==> src/rtl/br_pkg.sv <==
// Shared encodings and constants for the execute-stage branch unit.
package br_pkg;

  localparam int PC_W = 13;

  typedef enum logic [1:0] {
    JUMP_NONE = 2'd0,
    JUMP_JAL  = 2'd1,
    JUMP_JALR = 2'd2
  } jump_code_t;

  typedef enum logic [2:0] {
    BR_NONE = 3'd0,
    BR_BEQ  = 3'd1,
    BR_BNE  = 3'd2,
    BR_BLT  = 3'd3,
    BR_BGE  = 3'd4,
    BR_BLTU = 3'd5,
    BR_BGEU = 3'd6
  } branch_code_t;

  localparam logic [1:0] PHT_RESET = 2'b01;

  // Two-bit saturating counter step.
  function automatic logic [1:0] pht_step(input logic [1:0] cnt, input logic up);
    logic [1:0] res;
    res = cnt;
    if (up && cnt != 2'b11) res = cnt + 2'b01;
    else if (!up && cnt != 2'b00) res = cnt - 2'b01;
    return res;
  endfunction

endpackage

==> src/rtl/btb_ram.sv <==
// Direct-mapped branch target buffer: async read, sync write, sync valid clear on NRST.
module btb_ram
  import br_pkg::*;
#(
  parameter int IDX_W = 4,
  parameter int TAG_W = 7
) (
  input  logic             CLK,
  input  logic             NRST,
  input  logic [IDX_W-1:0] rd_idx,
  output logic             rd_valid,
  output logic [TAG_W-1:0] rd_tag,
  output logic [PC_W-1:0]  rd_target,
  output logic             rd_is_jump,
  input  logic             wr_en,
  input  logic [IDX_W-1:0] wr_idx,
  input  logic [TAG_W-1:0] wr_tag,
  input  logic [PC_W-1:0]  wr_target,
  input  logic             wr_is_jump
);

  localparam int N = 2 ** IDX_W;

  logic [N-1:0]     valid_q;
  logic [TAG_W-1:0] tag_q    [N];
  logic [PC_W-1:0]  target_q [N];
  logic             jump_q   [N];

  always_ff @(posedge CLK) begin
    if (!NRST) valid_q <= '0;
    else if (wr_en) valid_q[wr_idx] <= 1'b1;
  end

  // Payload needs no reset; the valid bit gates every use of it.
  always_ff @(posedge CLK) begin
    if (NRST && wr_en) begin
      tag_q[wr_idx]    <= wr_tag;
      target_q[wr_idx] <= wr_target;
      jump_q[wr_idx]   <= wr_is_jump;
    end
  end

  assign rd_valid   = valid_q[rd_idx];
  assign rd_tag     = tag_q[rd_idx];
  assign rd_target  = target_q[rd_idx];
  assign rd_is_jump = jump_q[rd_idx];

endmodule

==> src/rtl/br_unit.sv <==
// Execute-stage branch resolution plus PHT/BTB fetch prediction.
// Optional statistics counters are built when BR_STATS_EN is defined.
module br_unit
  import br_pkg::*;
#(
  parameter int PHT_BITS = 6,
  parameter int BTB_BITS = 4
) (
  input  logic            CLK,
  input  logic            NRST,
  input  logic [12:0]     pcE,
  input  logic [1:0]      jump_codeE,
  input  logic [2:0]      branch_codeE,
  input  logic [31:0]     op1E,
  input  logic [31:0]     op2E,
  input  logic [31:0]     immE,
  input  logic [12:0]     pcD,
  input  logic            validD,
  input  logic [12:0]     pcF,
  output logic [12:0]     predict_nextF,
  output logic            fail_predictE,
  output logic [12:0]     nextpc,
  output logic [31:0]     br_count,
  output logic [31:0]     miss_count
);

  localparam int TAG_W = PC_W - BTB_BITS - 2;
  localparam int PHT_N = 2 ** PHT_BITS;

  logic            is_jump, is_branch, ctrlE, cond, takenE;
  logic [31:0]     jalr_sum;
  logic [PC_W-1:0] target, pc_plus4;

  // Codes outside the defined sets behave as "none".
  assign is_jump   = (jump_codeE == JUMP_JAL) || (jump_codeE == JUMP_JALR);
  assign is_branch = (branch_codeE >= BR_BEQ) && (branch_codeE <= BR_BGEU);
  assign ctrlE     = is_jump || is_branch;

  always_comb begin
    cond = 1'b0;
    case (branch_codeE)
      BR_BEQ:  cond = (op1E == op2E);
      BR_BNE:  cond = (op1E != op2E);
      BR_BLT:  cond = ($signed(op1E) <  $signed(op2E));
      BR_BGE:  cond = ($signed(op1E) >= $signed(op2E));
      BR_BLTU: cond = (op1E <  op2E);
      BR_BGEU: cond = (op1E >= op2E);
      default: cond = 1'b0;
    endcase
  end

  assign jalr_sum = op1E + immE;
  assign pc_plus4 = pcE + 13'd4;
  assign target   = (jump_codeE == JUMP_JALR) ? {jalr_sum[12:1], 1'b0}
                                              : pcE + immE[12:0];
  assign takenE        = is_jump || (is_branch && cond);
  assign nextpc        = takenE ? target : pc_plus4;
  assign fail_predictE = validD && (pcD != nextpc);

  // Pattern history table
  logic [1:0] pht_q [PHT_N];

  always_ff @(posedge CLK) begin
    if (!NRST) begin
      for (int i = 0; i < PHT_N; i++) pht_q[i] <= PHT_RESET;
    end else if (is_branch) begin
      pht_q[pcE[PHT_BITS+1:2]] <= pht_step(pht_q[pcE[PHT_BITS+1:2]], takenE);
    end
  end

  logic             btb_valid, btb_is_jump, btb_hit, btb_wr;
  logic [TAG_W-1:0] btb_tag;
  logic [PC_W-1:0]  btb_target;

  assign btb_wr = is_jump || (is_branch && takenE);

  btb_ram #(.IDX_W(BTB_BITS), .TAG_W(TAG_W)) u_btb (
    .CLK        (CLK),
    .NRST       (NRST),
    .rd_idx     (pcF[BTB_BITS+1:2]),
    .rd_valid   (btb_valid),
    .rd_tag     (btb_tag),
    .rd_target  (btb_target),
    .rd_is_jump (btb_is_jump),
    .wr_en      (btb_wr),
    .wr_idx     (pcE[BTB_BITS+1:2]),
    .wr_tag     (pcE[PC_W-1:BTB_BITS+2]),
    .wr_target  (target),
    .wr_is_jump (is_jump)
  );

  assign btb_hit = btb_valid && (btb_tag == pcF[PC_W-1:BTB_BITS+2]);

  // Reads see the pre-write table contents; no bypass from the E-stage write.
  assign predict_nextF = (NRST && btb_hit && (btb_is_jump || pht_q[pcF[PHT_BITS+1:2]][1]))
                         ? btb_target : pcF + 13'd4;

`ifdef BR_STATS_EN
  logic [31:0] br_cnt_q, miss_cnt_q;

  always_ff @(posedge CLK) begin
    if (!NRST) begin
      br_cnt_q   <= '0;
      miss_cnt_q <= '0;
    end else begin
      if (ctrlE && br_cnt_q != 32'hFFFF_FFFF) br_cnt_q <= br_cnt_q + 32'd1;
      if (fail_predictE && miss_cnt_q != 32'hFFFF_FFFF) miss_cnt_q <= miss_cnt_q + 32'd1;
    end
  end

  assign br_count   = br_cnt_q;
  assign miss_count = miss_cnt_q;
`else
  assign br_count   = 32'd0;
  assign miss_count = 32'd0;
`endif

endmodule

==> config.mk <==
export PLATFORM = sky130hd
export DESIGN_NAME = br_unit
export DESIGN_NICKNAME = d
export VERILOG_FILES = /design/src/rtl/br_pkg.sv /design/src/rtl/btb_ram.sv /design/src/rtl/br_unit.sv
export SDC_FILE = /design/constraint.sdc
export NUM_CORES = 1
export LEC_CHECK = 0
export ABC_AREA = 1
export BUFFER_PORTS_ARGS = -buffer_cell sky130_fd_sc_hd__buf_4
export CAP_MARGIN = 20
export CORE_AREA = 2 2 200 280
export CTS_CLUSTER_DIAMETER = 100
export DETAILED_ROUTE_END_ITERATION = 8
export DIE_AREA = 0 0 202 282
export PLACE_DENSITY = 0.63
export SLEW_MARGIN = 20
export SYNTH_ARGS = -nofsm -noshare
export SYNTH_HDL_FRONTEND = slang
export SYNTH_SLANG_ARGS = --single-unit
==> constraint.sdc <==
create_clock -name CLK -period 10.6 [get_ports CLK]
set_input_delay 2.65 -clock CLK [delete_from_list [all_inputs] [get_ports CLK]]
set_output_delay 2.65 -clock CLK [all_outputs]
set_load 0.02 [all_outputs]
# After elaboration in Yosys (flattened, before gate mapping)
# Memory sizes are Yosys's and may differ from the RTL's.
# Cells that the tools add are included.
[op_classes] reduce_logical=18 bitwise=1 n_eq_ne=13 n_mux=21 n_lt_le_gt_ge=9 addsub=6
[op_table] op="$ge A32 B32 Y1" n=2
[op_table] op="$lt A32 B32 Y1" n=2
[op_table] op="$mux W13" n=3
[op_table] op="$eq A32 B32 Y1" n=1
[op_table] op="$ne A32 B32 Y1" n=1
[op_table] op="$add A13 B13 Y13" n=2
[op_table] op="$add A13 B3 Y13 const B" n=2
[op_table] op="$or A16 B16 Y16" n=1
[op_table] op="$ne A13 B13 Y1" n=1
[op_table] op="$logic_and A1 B1 Y1" n=11
[op_table] op="$lt A4 B5 Y1 const B" n=2
[op_table] op="$mux W2" n=5
[op_table] op="$eq A3 B3 Y1 const B" n=3
[op_table] op="$mux W1" n=9
[op_table] op="$eq A7 B7 Y1" n=1
[op_table] op="$eq A3 B2 Y1 const B" n=2
[op_table] op="$mux W6" n=1
[op_table] op="$pmux W1 S6" n=1
[op_table] op="$bmux W1 S4" n=1
[op_table] op="$demux W1 S4" n=1
[op_table] op="$ge A4 B1 Y1 const B" n=1
[op_table] op="$logic_or A1 B1 Y1" n=4
[op_table] op="$eq A3 B1 Y1 const B" n=1
[op_table] op="$ge A3 B1 Y1 const B" n=1
[op_table] op="9 further kinds" n=9
[totals] ramBits=464 ff_bits=16 elab_cells=73 mem_count=4 out_inout_bits=91
[mem_list] name="u_btb.target_q" words=16 word_bits=13 rd=1 rd_clocked_by_memory_dff=0 wr=1 line="btb_ram.sv:26" source="logic [PC_W-1:0] target_q [N];"
[mem_list] name="pht_q" words=64 word_bits=2 rd=2 rd_clocked_by_memory_dff=0 wr=64 line="br_unit.sv:61" source="logic [1:0] pht_q [PHT_N];"
[mem_list] name="u_btb.tag_q" words=16 word_bits=7 rd=1 rd_clocked_by_memory_dff=0 wr=1 line="btb_ram.sv:25" source="logic [TAG_W-1:0] tag_q [N];"
[mem_list] name="u_btb.jump_q" words=16 word_bits=1 rd=1 rd_clocked_by_memory_dff=0 wr=1 line="btb_ram.sv:27" source="logic jump_q [N];"

# Longest topological paths before layout
# Gate-level depths: netlist (run 1).
[logic_depth] word_depth=11 mapped_depth=29 ltp_nobuf=27

# Cells and area by module
# A second synthesis (run 1) with hierarchy kept.
[hier_totals] cells_unflattened=2929 area_unflattened_um2=25913.6
[modules_own_cells] module="btb_ram" n_inst=1 seq_area_each_um2=10410.0 area_per_inst_um2=15167.0 cells_each=1467
[modules_own_cells] module="br_unit" n_inst=1 seq_area_each_um2=3843.7 area_per_inst_um2=10746.6 cells_each=1462

# Worst setup path after synthesis (run 1)
# OpenSTA, ideal clock, no wires.
[synth_path] path_type="input port to output port" from="input op2E[31]" to="output fail_predictE" path_buffers=2 path_stages=22 arrival_time_ns=5.536 path_slack_ns=2.414 path_cell_list="inv_1 -> ha_1 -> nand2_1 -> nor2_1 -> nand2_1 -> nor3b_1 -> nand2_1 -> nand2_1 -> o21ai_1 -> inv_1 -> nand3_1 -> nor2_2 -> nand3_1 -> buf_2 -> buf_2 -> o21ai_0 -> nand2_1 -> nand2_1 -> inv_1 -> nand3_1 -> nor2_1 -> nor2_1"
[synth_via] elab_chain_cells=7 word_cells_on_any_way=12
[synth_lines] item="from (decl)" line="br_unit.sv:15" source="input logic [31:0] op2E,"
[synth_lines] item="$ge A32 B32 Y1 (tied with other cells)" line="br_unit.sv:47" source="BR_BGEU: cond = (op1E >= op2E);"
[synth_lines] item="$pmux W1 S6 (*)" line="br_unit.sv:41" source="case (branch_codeE)"
[synth_lines] item="$logic_and A1 B1 Y1 (*)" line="br_unit.sv:56" source="assign takenE = is_jump || (is_branch && cond);"
[synth_lines] item="$logic_or A1 B1 Y1 (*)" line="br_unit.sv:56"
[synth_lines] item="$mux W13 (*)" line="br_unit.sv:57" source="assign nextpc = takenE ? target : pc_plus4;"
[synth_lines] item="via nextpc[12]" line="br_unit.sv:22" source="output logic [12:0] nextpc,"
[synth_lines] item="$ne A13 B13 Y1 (*)" line="br_unit.sv:58" source="assign fail_predictE = validD && (pcD != nextpc);"
[synth_lines] item="$logic_and A1 B1 Y1 (*)" line="br_unit.sv:58"
[synth_lines] item="to (decl)" line="br_unit.sv:21" source="output logic fail_predictE,"
# Mark *: on every way through the listed nets, which the timed path passes. The rest lies on a longest branch.

# Worst setup path in the final report (run 1)
[layout_path] from="input pcF[2]" to="output predict_nextF[5]"
[layout_via] elab_chain_cells=6 word_cells_on_any_way=13
[layout_lines] item="from (decl)" line="br_unit.sv:19" source="input logic [12:0] pcF,"
[layout_lines] item="$mem_v2 Z16 W7 / $bmux W1 S4 (equally long branches)"
[layout_lines] item="$eq A7 B7 Y1 / $mux W1 (equally long branches)" line="br_unit.sv:92, btb_ram.sv:43"
[layout_lines] item="$logic_and A1 B1 Y1" line="br_unit.sv:92" source="assign btb_hit = btb_valid && (btb_tag == pcF[PC_W-1:BTB_BITS+2]);"
[layout_lines] item="$logic_and A1 B1 Y1 (2 in series)" line="br_unit.sv:95" source="assign predict_nextF = (NRST && btb_hit && (btb_is_jump || pht_q[pcF[PHT_BITS+1:2]][1]))"
[layout_lines] item="$mux W13 (*)" line="br_unit.sv:96" source="? btb_target : pcF + 13'd4;"
[layout_lines] item="to (decl)" line="br_unit.sv:20" source="output logic [12:0] predict_nextF,"
# Mark *: on every way between the ends. The rest lies on a longest branch, timed or not. The select of a mux whose other input is x is not followed.

==> results.md, run 1 <==
- Buffers added on ports: 150
- Status: finished, final reports clean
- RSZ-0062 raised after global routing: no
- Crit share post-route: between 80 and 90%
- Startpoint types: input pin
- Clock-pin transition on the worst setup and hold timing paths: about 60 ps
- Slew @ Worst Pin: between 1000 and 1500 ps
- Num CTS Buffers: 47
- Max frequency: about 0.11 GHz
- Drt via density: between 5 and 6
- Root Buffer: clkbuf_16
- Final instance area: 0.02735 sq mm
- Clock Power Share: approximately 36%
- Psw: 1.208 mW
- Pwr dens: about 160 mW/mm^2
- Nets: about 2800
- Die Area: about 0.057 sq mm
- Post-Syn Area: around 0.024 sq mm
- Hold path depth: 2
- Final WS setup: ~1600 ps
- Post-synth ARST share: 0%
- Initial Utilization: about 45%
- Setup-failing EPs final: 0
- Max Root-Sink Buffers: 3
- Hpwl dp: 45.45 mm
- Final Hold Viols: 0
- Post_cts resized: 0
- Total Routing Usage GR: between 20 and 25%
- Die W: just over 200 um
- Netlist cell types: 51
- Pre-CTS WS: between 1500 and 2000 ps
- Hold_buf cts: 0
- Final Power: between 4 and 5 mW
- Row cnt: about 100
- Peak supply drop: ~0.13 mV
- Post-Route WL: ~70 mm
- Slew HR: around a third
- Clk sinks: 480
- DRC errors left: 0
- Largest net degree at the start of global routing: 110
- Reg area: approximately 0.014 sq mm
- Minimum clock period: 9024 ps
- Vias: 18760
- Sequential fraction of the synthesis area: around three fifths
- GR Overflow Total: 0
- Multi-input combinational cell area: 0.008463 sq mm
- Post-synth EDFFs: 464
- Commonest non-fill, non-tap cell in the layout: edfxtp_1
- Syn Inst Count: 2456
- Antenna violations before repair: 0
- Top FF cell, synth: edfxtp_1
- Crit path max fanout: 90
- First-pass GRT wire length: approximately 100 mm
- Hold crit path type: reg -> reg
- Vias in the first global route: 18030
- Layout area overhead: 12.74%
- Clock Latency Late Sink: 570 ps
- Dpl cell area: around 0.026 sq mm
- Final Util: about half
- #FFs+latches synth: 480
- Most frequent cells in the layout: edfxtp_1 (464), nand2_1 (403), nor2_1 (375)
- # Post-CTS Setup Buffers: 0
- Sum Neg Setup Slack: 0 ps
- Ports: ~230
- Sw Share: 27.36%
- Seq pwr share: between 40% and 50%
- P_int: ~3.2 mW
- Leak: approximately 10 nW
- # H-tree levels: 2
- Core Area: approximately 0.054 sq mm
- FF-to-FF path depth: 14
- Iter 0 DRT Violations: 1659
- N_diodes: 0
- Placer Congestion: slightly below 0.9
- Layout cell share with drive strength beyond 1: 12.84%
- WL per Instance: 21.29 um
- Crit path DAT: about 6400 ps
- WP data required: 7950 ps
- WS Path Type: in -> out
- Crit path capture type: output pin
- Post-DRT Antenna Nets: 0
- Slew Viols, Final: 0
- Layout Skew: 11.19 ps
- Die height: around 280 um
- Max cap viols: 0
- CTS tree: yes
- Router iterations before antenna repair: 5
- Ys Warns: 0
- Fill cells: a little under 5000
- Comb pwr share: between 10% and 20%
- Mean Syn Cell Area: ~9.9 sq um
-- logic make-up after synthesis --
logic type / count (synthesis) / synth area share (%)
flip-flops: 480 / 58.76
XOR/XNOR: 23 / 0.9079
adder cells (fa/ha/maj): 65 / 3.415
AO/OA/AOI/OAI: 523 / 12.99
AND/OR/NAND/NOR: 960 / 16.36
buffers and inverters: 404 / 7.552
other: 1 / 0.01546
-- registers in the layout, indices dropped and copies added, names as in the netlist --
name,cells
u_btb.valid_q,16
u_btb.target_q,208
u_btb.tag_q,112
u_btb.jump_q,16
pht_q,128
-- layout make-up --
type                            instances  area share (%)
Timing Repair Buffer                  192           5.376
Sequential cell                       480           52.12
Clock inverter                         29          0.6634
Inverter                              219           3.024
Multi-Input combinational cell       1635           30.95
Clock buffer                           55           4.566
Tap cell                              721           3.299
-- metrics by stage --
step / hold WS, ps / cells
finish: 448.5 / 3331
global route: 470.6 / 3331
CTS: 450.9 / 3331
detailed placement: 436.7 / 3247
global placement: 430.0 / 3246
floorplan: 419.9 / 2519
-- final timing paths --
check / start / end / slack [ps]
setup reg to reg: pht_q[17][0] / pht_q[47][0] / 6350
hold reg to reg: u_btb.valid_q[5] / u_btb.valid_q[5] / 450
setup / recovery: pcF[2] / predict_nextF[5] / 1580
hold / removal: u_btb.valid_q[5] / u_btb.valid_q[5] / 450
-- power by group through the flow --
| stage | registers, mW | clock network, mW | logic (mW) |
|---|---|---|---|
| 2_1_floorplan | 2.20 | 0 | 0.447 |
| 3_3_place_gp | 2.20 | 0 | 0.648 |
| 3_5_place_dp | 2.20 | 0 | 0.660 |
| 4_1_cts | 2.16 | 1.60 | 0.663 |
| 5_1_grt | 2.17 | 1.68 | 0.724 |
| 6_report | 2.16 | 1.59 | 0.664 |
-- Yosys cell counts (3+ instances only) --
cell / number / area, sq um
a22o_1: 7 / 61.31
buf_6: 8 / 90.09
nand3b_1: 8 / 60.06
inv_2: 10 / 37.54
buf_1: 5 / 18.77
nand2_1: 403 / 1513
xor2_1: 20 / 175.2
nor4_1: 3 / 18.77
a31oi_1: 3 / 18.77
o22ai_1: 59 / 369.1
o211a_1: 3 / 30.03
inv_1: 207 / 777.0
a21oi_1: 75 / 375.4
nor3_1: 14 / 70.07
nand2_2: 30 / 187.7
o21ai_0: 258 / 1291
nand3_1: 63 / 315.3
o211ai_1: 11 / 82.58
a221oi_1: 19 / 166.4
buf_2: 12 / 60.06
o2111ai_1: 3 / 26.28
ha_1: 63 / 788.3
dfxtp_1: 16 / 320.3
a32o_1: 10 / 100.1
nor2_1: 392 / 1471
buf_4: 64 / 480.5
nand4_1: 38 / 237.7
clkbuf_1: 96 / 360.4
edfxtp_1: 464 / 13930
a22oi_1: 20 / 150.1
o2bb2ai_1: 5 / 43.79
o221ai_1: 39 / 341.6
-- layer usage --
metal | part of all wire (%) | vias up | GRT usage, %
met5 | 0 | - | 0
met4 | 4.2 | 0 | 11.03
met1 | 38 | 9111 | 29.32
met2 | 51 | 754 | 43.18
li1 | - | 8714 | -
met3 | 6.2 | 180 | 2.970
-- critical path, stage by stage --
cell and delay [ps]:
buf_6 200, inv_6 530, buf_4 400, nand2_1 110, a32o_1 230, o211ai_1 170
o221ai_1 240, nand2_1 110, a21oi_1 70, nor3_1 190, nand4_1 540, o21ai_0 580
buf_4 220
(Power assumes the default switching activity.)
==> run 2, diff against run 1 <==
Settings changed: CORE_AREA 2 2 200 280 to 2 2 184 259, DIE_AREA 0 0 202 282 to 0 0 186 261, PLACE_DENSITY 0.63 to 0.72.
==> run 2 against run 1 <==
Compared with the run above:
- clock power hardly changed
- worst hold slack better by 1.9 ps
- via count grew 2.0%
- register-to-register slack improved by 380 ps
- setup slack lost 120 ps
- die area shrank 15%
- count of clock-buffer cells in the layout up 5
- total power rose by 0.51%
- first-iteration DRC count is 26% higher
- maximum frequency shrank 1.3%
- cell area down 0.43%
- largest power group unchanged
==> results.md, run 2 (synthesis gave the netlist of run 1 again) <==
- Slowest stage delay, CP: 600 ps (+20 ps)
- CTS tree: yes
- Worst R2R End: pht_q[11][0]
- Setup-failing EPs final: 0 (unchanged)
- Row cnt: 94 (-6.9%)
- # Post-CTS Setup Buffers: 0 (unchanged)
- RSZ-0062 raised after global routing: no
- Crit path DAT: 6490 ps (+120 ps)
- Num CTS Buffers: 45 (-4.3%)
- Core Area: 0.04646 sq mm (-14%)
- P_int: 3.261 mW (+1.7%)
- Hold path depth: 2 (unchanged)
- Crit path capture type: output pin
- Peak supply drop: 0.1056 mV (-19%)
- Antenna violations before repair: 0 (unchanged)
- WHS Endpoint: u_btb.valid_q[1]
- Clk sinks: 480 (unchanged)
- Pre-CTS WS: 1644 ps (-27.96 ps)
- Die Area: 0.04855 sq mm (-15%)
- Critical path, cell by cell: buf_6 > inv_6 > buf_12 > o21ai_0 > o22ai_1 > o211ai_1 > nand3_1 > xor2_1 > nand3b_1 > nor3_1 > nand4_1 > o21ai_0 > buf_4
- Vias in the first global route: 17920 (-0.62%)
- Crit path max-delay family: buffers and inverters
- Commonest non-fill, non-tap cell in the layout: edfxtp_1
- Post-DRT Antenna Nets: 0 (unchanged)
- Max frequency: 0.1094 GHz (-1.3%)
- Max reg flops: 208 (unchanged)
- Layout cell share with drive strength beyond 1: 12.39% (-0.44 points)
- Comb pwr share: 14.9% (about the same)
- Die height: 261 um (-7.4%)
- Final WS setup: 1458 ps (-118.2 ps)
- Reg2Reg Setup Slack: 6730 ps (+380 ps)
- Startpoint types: input pin
- Minimum clock period: 9142 ps (+118.2 ps)
- Final Hold Viols: 0 (unchanged)
- Slew Viols, Final: 0 (unchanged)
- DRC errors left: 0 (unchanged)
- Final instance area: 0.02723 sq mm (-0.43%)
- Cell mode on critical path: o21ai_0
- Total Routing Usage GR: 27.49% (+3.3 points)
- Reg2reg start: pht_q[53][0]
- Critical path's slowest cell: o21ai_0
- Leak: 10.05 nW (-0.25%)
- Die W: 186 um (-7.9%)
- Nets: 2778 (-0.18%)
- Iter 0 DRT Violations: 2090 (+26%)
- Max Root-Sink Buffers: 3 (unchanged)
- Hold WS: 450.4 ps (+1.924 ps)
- Sum Neg Setup Slack: 0 ps (unchanged)
- First-pass GRT wire length: 100.6 mm (-3.8%)
- Crit share post-route: 86.25% (+1.1 points)
- WP data required: 7950 ps (about the same)
- Buffers added on ports: 150 (unchanged)
- FF-to-FF path depth: 14 (unchanged)
- Crit path max fanout: 87 (-3.3%)
- Vias: 19130 (+2.0%)
- GR Overflow Total: 0 (unchanged)
- Most flops, register: u_btb.target_q
- Dpl cell area: 0.02575 sq mm (-0.60%)
- Max cap viols: 0 (unchanged)
- Hold crit path type: reg -> reg
- Clock Power Share: 36.3% (+0.4 points)
- Placer Congestion: 0.8875 (-0.63%)
- Seq pwr share: 48.8% (-0.2 points)
- WL per Instance: 21.31 um (+0.11%)
- Router iterations before antenna repair: 7 (+2)
- CP Buf/Inv Count: 4 (unchanged)
- Pwr dens: 163.0 mW/mm^2 (+0.94%)
- Final Power: 4.437 mW (+0.51%)
- Status: finished, final reports clean
- Slew @ Worst Pin: 1020 ps (+15.19 ps)
- Psw: 1.176 mW (-2.6%)
- Clock-pin transition on the worst setup and hold timing paths: 60 ps (about the same)
- Layout Skew: 16.29 ps (+5.105 ps)
- Post_cts resized: 0 (unchanged)
- Largest net degree at the start of global routing: 88 (-20%)
- Biggest regs: u_btb.target_q x208, pht_q x128, u_btb.tag_q x112
- Layout area overhead: 12.26%
- WS Path Type: in -> out
- Hpwl dp: 43.46 mm (-4.4%)
- Worst Hold Launch: u_btb.valid_q[1]
- Slew HR: 31.56% (-1.4 points)
- Crit path from: pcF[2]
- Root Buffer: clkbuf_16
- # H-tree levels: 2 (unchanged)
- N_diodes: 0 (unchanged)
- Drt via density: 5.921 (+5.1%)
- Clock Latency Late Sink: 560 ps (about the same)
- Post-Route WL: 68.83 mm (-2.9%)
- Sw Share: 26.50% (-0.86 points)
- Initial Utilization: 52.21% (+7.5 points)
- Ports: 234 (unchanged)
- Most frequent cells in the layout: edfxtp_1 (464), nand2_1 (403), nor2_1 (374)
- Hold_buf cts: 0 (unchanged)
==> run 2: changes by cell type in the layout (fill, tap and decap cells not counted), sizes merged <==
| cell | previous run | this run |
|---|---|---|
| buf | 192 | 189 |
| bufinv | 1 | 4 |
| clkbuf | 55 | 60 |
| clkinv | 27 | 18 |
| clkinvlp | 1 | 0 |
| inv | 219 | 220 |
==> run 2: worst max-delay path by stage <==
stage | end | cells after the start
after global placement | predict_nextF[5] | 13
after floorplan | fail_predictE | 22
after CTS | predict_nextF[5] | 12
after detailed placement | predict_nextF[5] | 13
final | predict_nextF[2] | 13
after global routing | predict_nextF[2] | 12
==> run 2: per-layer routing <==
layer  wire [um]  track usage (%)  up-vias  share of wire (%)
li1            -                -     8687                  -
met1       24460            33.05     9202                 36
met2       35080            47.95     1011                 51
met3        5741            3.769      225                8.3
met4        3543            14.41        0                5.1
met5           0                0        -                  0
==> run 2: per-stage QoR <==
stage               utilization, %  std cells
floorplan                        -       2519
global placement             55.43       3147
detailed placement           55.43       3147
CTS                          58.59       3230
global route                 58.61       3230
finish                       58.61       3230
==> run 2: layout make-up <==
class / count / area (sq um)
fillers: 3846 / 19230
flip-flops and latches: 480 / 14250
multi-input cells: 1635 / 8466
repair buffers: 189 / 1435
clock buffers: 60 / 1244
inverters: 219 / 827.0
well taps: 624 / 780.7
clock inverters: 23 / 224.0
==> run 2: worst register-to-register path, cell delays in order (launching register included) <==
cell	delay [ps]
edfxtp_1	380
a22o_1	240
a221oi_2	210
nand4_1	220
nand2_1	130
nand2_1	90
nor4_4	540
inv_1	100
ha_1	210
inv_1	70
nand2_1	70
nand2_1	220
xor2_4	150
buf_4	700
nand2_1	240
==> run 2: power by group through the flow <==
stage	Clock [mW]	Combinational, mW	Sequential (mW)
after floorplan	0	0.447	2.20
after global placement	0	0.632	2.20
after detailed placement	0	0.649	2.20
after CTS	1.62	0.652	2.16
after global routing	1.69	0.718	2.17
final	1.61	0.663	2.16
==> run 3, diff against run 2 <==
Settings changed: CAP_MARGIN 20 to unset, CORE_AREA 2 2 184 259 to 2 2 190 267, DIE_AREA 0 0 186 261 to 0 0 192 269, PLACE_DENSITY 0.72 to unset, PLACE_DENSITY_LB_ADDON set to 0.08, SYNTH_HIERARCHICAL set to 1.
==> run 3 against run 2 <==
Compared with the run above:
- global-route usage increased by 0.49 points
- non-clock buffer count decreased by 2
- total power decreased by 1.3%
- clock skew about the same
- area after synthesis increased by 6.8%
- critical path depth increased by 1
- core utilization decreased by 0.93 points
- setup slack improved by 44 ps
- first-iteration DRC count decreased by 22%
- die area increased by 6.4%
- largest cell class unchanged
==> results.md, run 3 <==
- WS Path Type: in -> out
- Crit path capture type: output pin
- FF-to-FF path depth: 12 (-2)
- #FFs+latches synth: 480 (unchanged)
- P_int: 3.181 mW (-2.5%)
- Pre-CTS WS: 1373 ps (-270.9 ps)
- Antenna violations before repair: 0 (unchanged)
- GR Overflow Total: 0 (unchanged)
- Die Area: 0.05165 sq mm (+6.4%)
- Most frequent cells in the layout: nand2_1 (804), inv_1 (481), edfxtp_1 (464)
- Comb pwr share: 15.7% (+0.8 points)
- Clock-pin transition on the worst setup and hold timing paths: 60 ps (about the same)
- Max Root-Sink Buffers: 3 (unchanged)
- Syn Inst Count: 2929 (+19%)
- Iter 0 DRT Violations: 1624 (-22%)
- Slew @ Worst Pin: 995.9 ps (-23.93 ps)
- Leak: 12.34 nW (+23%)
- Post-DRT Antenna Nets: 0 (unchanged)
- Top-area cell type share of the netlist area: 53.77% (-3.7 points)
- Placer Congestion: 0.9224 (+3.9%)
- Largest net degree at the start of global routing: 85 (-3.4%)
- Clock Power Share: 34.9% (-1.4 points)
- Crit path from: pcF[2]
- Sum Neg Setup Slack: 0 ps (unchanged)
- Buffers added on ports: 150 (unchanged)
- Num CTS Buffers: 45 (unchanged)
- Root Buffer: clkbuf_16
- WP data required: 7950 ps (about the same)
- Most numerous cell in the Yosys netlist: nand2_1
- Synth top area cells: edfxtp_1 (54%), nand2_1 (12%), inv_1 (7.0%)
- Total Routing Usage GR: 27.98% (+0.49 points)
- Slew HR: 33.61% (+2.1 points)
- Nets: 3247 (+17%)
- Pwr dens: 153.3 mW/mm^2 (-5.9%)
- Hold_buf cts: 0 (unchanged)
- CTS tree: yes
- Post-Route WL: 72.32 mm (+5.1%)
- Layout cell share with drive strength beyond 1: 10.36% (-2.0 points)
- Mean Syn Cell Area: 8.847 sq um (-10%)
- Commonest non-fill, non-tap cell in the layout: nand2_1
- Ports: 234 (unchanged)
- Startpoint types: input pin
- Vias in the first global route: 19320 (+7.8%)
- Post-synth EDFFs: 464 (unchanged)
- Worst Hold Launch: u_btb/valid_q[1]
- # H-tree levels: 2 (unchanged)
- Layout Skew: 16.12 ps (-0.1736 ps)
- Top FF cell, synth: edfxtp_1
- Row cnt: 97 (+3.2%)
- Reg2reg start: pht_q[43][0]
- WL per Instance: 19.44 um (-8.8%)
- Crit path DAT: 6450 ps (-40 ps)
- Post-synth ARST share: 0% (unchanged)
- Max cap viols: 0 (unchanged)
- Status: finished, final reports clean
- Vias: 20150 (+5.4%)
- First-pass GRT wire length: 108.1 mm (+7.5%)
- Seq pwr share: 49.4% (+0.6 points)
- Final WS setup: 1502 ps (+44.15 ps)
- Psw: 1.199 mW (+1.9%)
- Worst R2R End: pht_q[33][0]
- Clk sinks: 480 (unchanged)
- Initial Utilization: 52.33% (+0.12 points)
- Largest area contributor in the synthesized netlist: edfxtp_1
- Netlist cell types: 56 (+9.8%)
- Die height: 269 um (+3.1%)
- N_diodes: 0 (unchanged)
- DRC errors left: 0 (unchanged)
- Sw Share: 27.37% (+0.87 points)
- Sequential fraction of the synthesis area: 55.00% (-3.8 points)
- Slew Viols, Final: 0 (unchanged)
- Hold crit path type: reg -> reg
- Crit path max fanout: 66 (-24%)
- Layout area overhead: 10.23%
- Reg2Reg Setup Slack: 7060 ps (+330 ps)
- RSZ-0062 raised after global routing: no
- Setup-failing EPs final: 0 (unchanged)
- Clock Latency Late Sink: 570 ps (about the same)
- Ys Warns: 6 (+6)
- Most flops, register: u_btb/target_q
- Final Hold Viols: 0 (unchanged)
- Critical path endpoint: predict_nextF[3]
- Core Area: 0.04952 sq mm (+6.6%)
- Peak supply drop: 0.1182 mV (+12%)
- Drt via density: 5.416 (-8.5%)
- Router iterations before antenna repair: 5 (-2)
- Die W: 192 um (+3.2%)
- # Post-CTS Setup Buffers: 0 (unchanged)
- Synth cell count leaders: nand2_1 (804), inv_1 (481), edfxtp_1 (464), nand3_1 (325), nor2_1 (237)
- Minimum clock period: 9098 ps (-44.15 ps)
- Post_cts resized: 0 (unchanged)
- Post-Syn Area: 0.02591 sq mm (+6.8%)
- Crit share post-route: 85.83% (-0.42 points)
- Max frequency: 0.1099 GHz (+0.49%)
- Hpwl dp: 45.55 mm (+4.8%)
- Biggest regs: u_btb/target_q x208, pht_q x128, u_btb/tag_q x112
- Max reg flops: 208 (unchanged)
-- run 3: cell types whose count changed after synthesis, moves of 10 or more --
| cell | before | now |
|---|---|---|
| nand2_1 | 403 | 804 |
| inv_1 | 207 | 481 |
| nand3_1 | 63 | 325 |
| o21ai_0 | 258 | 63 |
| nor2_1 | 392 | 237 |
| clkbuf_1 | 96 | 35 |
| o22ai_1 | 59 | 19 |
| o221ai_1 | 39 | 0 |
| buf_2 | 12 | 36 |
| buf_4 | 64 | 87 |
| buf_6 | 8 | 19 |
| a32o_1 | 10 | 0 |
-- run 3: cell families after synthesis --
family                     Yosys count  share of synthesized area (%)
xor gates and xnor gates            27                         0.9850
and+or+nand+nor                   1448                          23.48
AOI/OAI and AO/OA                  229                          5.451
buffers and inverters              682                          12.01
DFF                                480                          55.00
other                                1                        0.01447
adders and majority gates           62                          3.052
-- run 3: critical path, cell delays in order --
cell and delay, ps:
buf_6 330, buf_4 670, nand2_1 120, nand3_1 120, nand3_1 80, nand3_1 100, nand2_1 170, nand2_1 100
o21ai_0 70, a211o_1 240, a2111oi_1 750, o21ai_4 400, o21ai_0 370, buf_4 200
-- run 3: how the worst min path moves through the flow --
| stage | endpoint | slack [ps] | depth (start not counted) |
|---|---|---|---|
| 2_1_floorplan | u_btb/valid_q[0] | 460 | 2 |
| 3_3_place_gp | u_btb/valid_q[5] | 470 | 2 |
| 3_5_place_dp | u_btb/valid_q[10] | 470 | 2 |
| 4_1_cts | u_btb/valid_q[1] | 480 | 2 |
| 5_1_grt | u_btb/valid_q[1] | 500 | 2 |
| 6_report | u_btb/valid_q[1] | 480 | 2 |
-- run 3: power by group through the flow --
| stage | sequential (mW) | clock, mW | combinational, mW |
|---|---|---|---|
| after floorplan | 2.20 | 0 | 0.483 |
| after detailed placement | 2.20 | 0 | 0.680 |
| final | 2.16 | 1.53 | 0.688 |
| after global placement | 2.20 | 0 | 0.667 |
| after global routing | 2.17 | 1.61 | 0.752 |
| after CTS | 2.16 | 1.54 | 0.683 |
-- run 3: metal layers --
layer	global-route usage, %	wire length, um	vias to the layer above
met5	0	0	-
met4	12.36	3309	0
met3	3.436	4785	191
met2	50.18	36490	841
met1	33.66	27740	9494
li1	-	-	9627
-- run 3: through the flow --
| step | hold slack (ps) | cell area (sq um) | utilization (%) | total power, mW | std cells |
|---|---|---|---|---|---|
| 6_report | 482.5 | 28560 | 57.69 | 4.380 | 3721 |
| 5_1_grt | 502.4 | 28560 | 57.69 | 4.533 | 3721 |
| 4_1_cts | 480.7 | 28560 | 57.67 | 4.392 | 3721 |
| 3_5_place_dp | 471.9 | 27180 | 54.90 | 2.885 | 3638 |
| 3_3_place_gp | 465.9 | 27180 | 54.90 | 2.870 | 3638 |
| 2_1_floorplan | 457.7 | 26150 | - | 2.683 | 2992 |
-- run 3: layout make-up --
class                   count  area (sq um)
clock buffers              59          1220
clock inverters            24         152.6
fillers                  4359         20950
inverters                 498          1874
multi-input cells        1830          8840
flip-flops and latches    480         14250
well taps                 643         804.5
repair buffers            187          1420
